$ cat config.mk
export PLATFORM = sky130hd
export DESIGN_NAME = pipeline_hazard_ctrl
export DESIGN_NICKNAME = d
export VERILOG_FILES = /design/src/rtl/pipeline_hazard_ctrl.sv
export SDC_FILE = /design/constraint.sdc
export NUM_CORES = 1
export LEC_CHECK = 0
export CORE_MARGIN = 1.5
export CORE_UTILIZATION = 42
export DETAILED_ROUTE_END_ITERATION = 8
export GPL_ROUTABILITY_DRIVEN = 0
export PLACE_DENSITY_LB_ADDON = 0.3
export SYNTH_ARGS = -nofsm -noshare
export SYNTH_HDL_FRONTEND = slang
export SYNTH_SLANG_ARGS = --single-unit
$ cat constraint.sdc
create_clock -name clk_i -period 2.6 [get_ports clk_i]
set_input_delay 0.26 -clock clk_i [delete_from_list [all_inputs] [get_ports clk_i]]
set_output_delay 0.26 -clock clk_i [all_outputs]
set_load 0.02 [all_outputs]
$ cat src/rtl/pipeline_hazard_ctrl.sv
// Hazard controller for a 5-stage RISC-V pipeline: load-use bubbles, branch flush in ID,
// multi-cycle EX freeze and a saturating stall-cycle counter.
module pipeline_hazard_ctrl #(
    parameter int unsigned MC_LAT = 4,
    parameter int unsigned CNT_W  = 16
) (
    input  logic             clk_i,
    input  logic             rst_i,
    input  logic             IDEX_MemRead_i,
    input  logic [4:0]       IDEX_RDaddr_i,
    input  logic             IDEX_MultiCycle_i,
    input  logic [4:0]       IFID_RS1addr_i,
    input  logic [4:0]       IFID_RS2addr_i,
    input  logic             IFID_RS1use_i,
    input  logic             IFID_RS2use_i,
    input  logic             Branch_taken_i,
    output logic             PCWrite_o,
    output logic             IFIDWrite_o,
    output logic             IFIDFlush_o,
    output logic             IDEXWrite_o,
    output logic             IDEXBubble_o,
    output logic             EXMEMBubble_o,
    output logic [CNT_W-1:0] StallCnt_o
);

    typedef enum logic [0:0] {StRun, StMcBusy} state_e;

    // Entry cycle in RUN already counts as one EX cycle, release cycle as another.
    localparam logic [7:0] McInit = 8'(MC_LAT - 2);

    state_e           state_q, state_d;
    logic [7:0]       mc_cnt_q, mc_cnt_d;
    logic [CNT_W-1:0] stall_cnt_q, stall_cnt_d;
    logic             rs1_hit, rs2_hit, load_use, mc_stall;

    always_comb begin
        rs1_hit  = IFID_RS1use_i && (IFID_RS1addr_i == IDEX_RDaddr_i);
        rs2_hit  = IFID_RS2use_i && (IFID_RS2addr_i == IDEX_RDaddr_i);
        load_use = IDEX_MemRead_i && (IDEX_RDaddr_i != 5'd0) && (rs1_hit || rs2_hit);
    end

    always_comb begin
        state_d  = state_q;
        mc_cnt_d = mc_cnt_q;
        mc_stall = 1'b0;
        unique case (state_q)
            StRun: begin
                if (IDEX_MultiCycle_i) begin
                    mc_stall = 1'b1;
                    state_d  = StMcBusy;
                    mc_cnt_d = McInit;
                end
            end
            StMcBusy: begin
                if (mc_cnt_q != 8'd0) begin
                    mc_stall = 1'b1;
                    mc_cnt_d = mc_cnt_q - 8'd1;
                end else begin
                    state_d = StRun;
                end
            end
            default: state_d = StRun;
        endcase
    end

    always_comb begin
        PCWrite_o     = 1'b1;
        IFIDWrite_o   = 1'b1;
        IFIDFlush_o   = 1'b0;
        IDEXWrite_o   = 1'b1;
        IDEXBubble_o  = 1'b0;
        EXMEMBubble_o = 1'b0;
        if (rst_i) begin
            if (mc_stall) begin
                PCWrite_o     = 1'b0;
                IFIDWrite_o   = 1'b0;
                IDEXWrite_o   = 1'b0;
                EXMEMBubble_o = 1'b1;
            end else if (load_use) begin
                // A taken branch here used stale operands; it re-resolves after the bubble.
                PCWrite_o    = 1'b0;
                IFIDWrite_o  = 1'b0;
                IDEXBubble_o = 1'b1;
            end else if (Branch_taken_i) begin
                IFIDFlush_o = 1'b1;
            end
        end
    end

    always_comb begin
        stall_cnt_d = stall_cnt_q;
        if (!PCWrite_o && (stall_cnt_q != {CNT_W{1'b1}})) begin
            stall_cnt_d = stall_cnt_q + {{(CNT_W-1){1'b0}}, 1'b1};
        end
    end

    assign StallCnt_o = stall_cnt_q;

    always_ff @(posedge clk_i) begin
        if (!rst_i) begin
            state_q     <= StRun;
            mc_cnt_q    <= 8'd0;
            stall_cnt_q <= '0;
        end else begin
            state_q     <= state_d;
            mc_cnt_q    <= mc_cnt_d;
            stall_cnt_q <= stall_cnt_d;
        end
    end

endmodule

==> results.toml <==
[pwr]
sw_frac_of_total_pct = 34.14
p_sw_mw = 0.3239
peakVddDrop_uv = 377.8
power_density_mw_per_mm2 = 480.0
power_frac_comb_pct = 34.6
clock_power_share_pct = 19.0
power_leakage_nw = 0.6867
p_total_mw = 0.9489
seqPwrFrac_pct = 46.3
p_int_mw = 0.6250

[logic_synthesis]
synth_largest_area_cell = "dfxtp_1"
synth_area_sq_mm = 0.001436
ys_seq_elements = 25
yosysWarnings = 0
synthesis.nets = 202
synth_area_per_cell_sq_um = 8.115
synth-seq-area-share_pct = 34.84
synth_edf_count = 0
synth_ff_type = "dfxtp_1"
synthArstFlopShare_pct = 0
synth.distinct_cells = 37
yosysTopAreaCellShare_pct = 34.84
syn_inst = 177
synth_area_leaders = "dfxtp_1 35%, xnor2_1 6.7%, nand2_1 6.0%, or3_1 4.4%, a21oi_1 4.2%"

[flow_run]
maxCapViolations = 0

[drt]
dr.pass1.iters = 4
wl_per_cell_microns = 11.72
routed_via_density = 5.143
vias = 1404
first_iter_violations = 47
drc_errors = 0
detail-route-antenna-nets = 0
routed_wl_microns = 3200

[sta]
max_freq_mhz = 400.2
hold-worst-slack_ns = 0.5010
setup_tns_ns = 0
slew_viol_final = 0
worstMarginPinSlew_ns = 0.4837
finalCritPeriodShare_pct = 96.12
fin_crit_ns = 2.499
report.final.setup_viol = 0
skew_ns = 0.01883
hold_viol_final = 0
slew_headroom_pct = 66.92
rsz0062_at_grt = "true"

[setup_path]
path_max_fanout = 7
timing.rr.end = "StallCnt_o[14]$_SDFFE_PN0P_"
crit_path_end_kind = "output port"
r2r_cells = 7
crit_path_end = "IFIDWrite_o"
critPathLaunchType = "flop"
arrival_ns = 2.24
rr_startpoint = "StallCnt_o[0]$_SDFFE_PN0P_"
r2r_slack_ns = 0.48
crit_start = "mc_cnt_q[3]$_SDFFE_PN0P_"
critPathKind = "flop to output port"
cp.required_ns = 2.34

[floorplan]
io_pins = 44
die_h_microns = 61.48
rows = 21
start_util_pct = 43.39
die_w_microns = 61.48
die-area_sq_mm = 0.003780
core_area_sq_mm = 0.003311

[placed_design]
dp_hpwl_microns = 2471
dp.cells = 269
placed_area_sq_mm = 0.001954
port_buffers = 43

[cells_and_area]
drive_gt1_share_pct = 7.048
stdcell_area_sq_mm = 0.001977
final_nets = 253
antenna_cells = 0
final_cells = 273
area_delta_synth_final_pct = 37.63

[global_route]
grt_pass1_wl_microns = 5002
grt_usage_pct = 17.56
grt_max_degree = 28
grt_remaining_overflow = 0
antenna_found_initial = 0
first_global_vias = 1185

[status]
status = "finished clean"

[clocking]
clk_latency_ns = 0.33
root_buffer = "clkbuf_4"
cts_hold_buf = 0
clkSlewWorstSetupHoldPaths_ns = 0.13
clock_path_buffers = 2
cts_tree = "yes"
htreeDepth = 1
post_cts_buffers = 0
cts_made_buffers = 3
cts_sinks = 25

[hold_path]
hp-class = "flop to flop"
[flip-flops by register name, indices dropped and copies added, names as in the netlist]
register	cells
StallCnt_o	16
mc_cnt_q	8
state_q	1
[power groups by stage]
stage	combinational (mW)	clock, mW	sequential, mW
after floorplan	0.217	0	0.451
after global placement	0.335	0	0.447
after detailed placement	0.339	0	0.448
after CTS	0.333	0.193	0.440
after global routing	0.367	0.205	0.445
final	0.329	0.180	0.440
[cells in the final DEF (no fill, tap or decap), drive strengths merged, types with 2 or more instances in the layout]
master	instances
clkdlybuf4s50	37
dfxtp	25
nand2	24
nor2	15
a21oi	13
xnor2	11
or3	10
o21ai	10
nand4	9
buf	8
nand2b	7
inv	6
dlygate4sd2	6
or4	5
nand3	4
mux2i	4
o31ai	4
nor3	3
and3	3
ha	3
clkbuf	3
xor2	2
o41ai	2
a21boi	2
[critical path: stages (launching register included)]
cell and delay [ns]:
dfxtp_1 0.36, or4_4 0.57, o31ai_4 0.28, nand2_4 0.13, a21oi_4 0.13, nand2b_1 0.13, dlygate4sd2_1 0.33
[cell families after synthesis]
group | Yosys count | share of synthesized area [%]
flops | 25 | 34.84
fa+ha+maj | 3 | 2.614
compound gates | 37 | 17.42
xor+xnor | 13 | 7.927
mux | 4 | 2.788
simple gates | 84 | 30.75
buf+inv | 11 | 3.659
[final cells by class]
cell class | count | area [sq um]
Tap cell | 46 | 57.56
Inverter | 6 | 22.52
Sequential cell | 25 | 500.5
Clock inverter | 1 | 7.507
Timing Repair Buffer | 51 | 483.0
Fill cell | 320 | 1334
Clock buffer | 3 | 22.52
Multi-Input combinational cell | 141 | 883.3
[per-layer routing]
metal  track usage (%)  share of wire (%)  wire [microns]
met1             21.58                 43            1361
met2             31.88                 54            1739
met3             3.782                2.7              86
met4             2.736               0.41              13
met5                 0                  0               0
[worst min path at each step]
stage / slack, ns / from / to / depth (start not counted)
4_1_cts: 0.51 / StallCnt_o[15]$_SDFFE_PN0P_ / StallCnt_o[15]$_SDFFE_PN0P_ / 2
3_3_place_gp: 0.48 / StallCnt_o[15]$_SDFFE_PN0P_ / StallCnt_o[15]$_SDFFE_PN0P_ / 2
2_1_floorplan: 0.42 / rst_i / StallCnt_o[15]$_SDFFE_PN0P_ / 2
5_1_grt: 0.52 / StallCnt_o[15]$_SDFFE_PN0P_ / StallCnt_o[15]$_SDFFE_PN0P_ / 2
3_5_place_dp: 0.49 / StallCnt_o[9]$_SDFFE_PN0P_ / StallCnt_o[9]$_SDFFE_PN0P_ / 2
6_report: 0.50 / StallCnt_o[15]$_SDFFE_PN0P_ / StallCnt_o[15]$_SDFFE_PN0P_ / 2
[through the flow]
stage	setup WS, ns	util, %
after floorplan	0.2424	-
after global placement	0.04592	59.03
after detailed placement	0.01141	59.03
after CTS	0.06964	59.71
after global routing	-0.007033	59.71
final	0.1010	59.71
[cell usage after synthesis (2+ instances only)]
master and count:
a21boi_0 2, clkbuf_1 2, xor2_1 2, o31ai_1 3
nand2_1 23, o21ai_1 3, inv_1 6, dfxtp_1 25
and3_1 3, xnor2_1 11, or4_1 4, nand2b_1 7
mux2i_1 4, nand3_1 4, or3_1 10, nor2_1 15
nor3_1 3, a21oi_1 12, o21ai_0 7, o41ai_1 2
buf_4 3, ha_1 3, nand4_1 9
[timing repair]
action / CTS / global route
hold endpoints to repair: 0 / 0
setup endpoints to repair: 6 / 2
resized for setup: 6 / 0
Note: power is estimated with default switching activity, not from simulation.
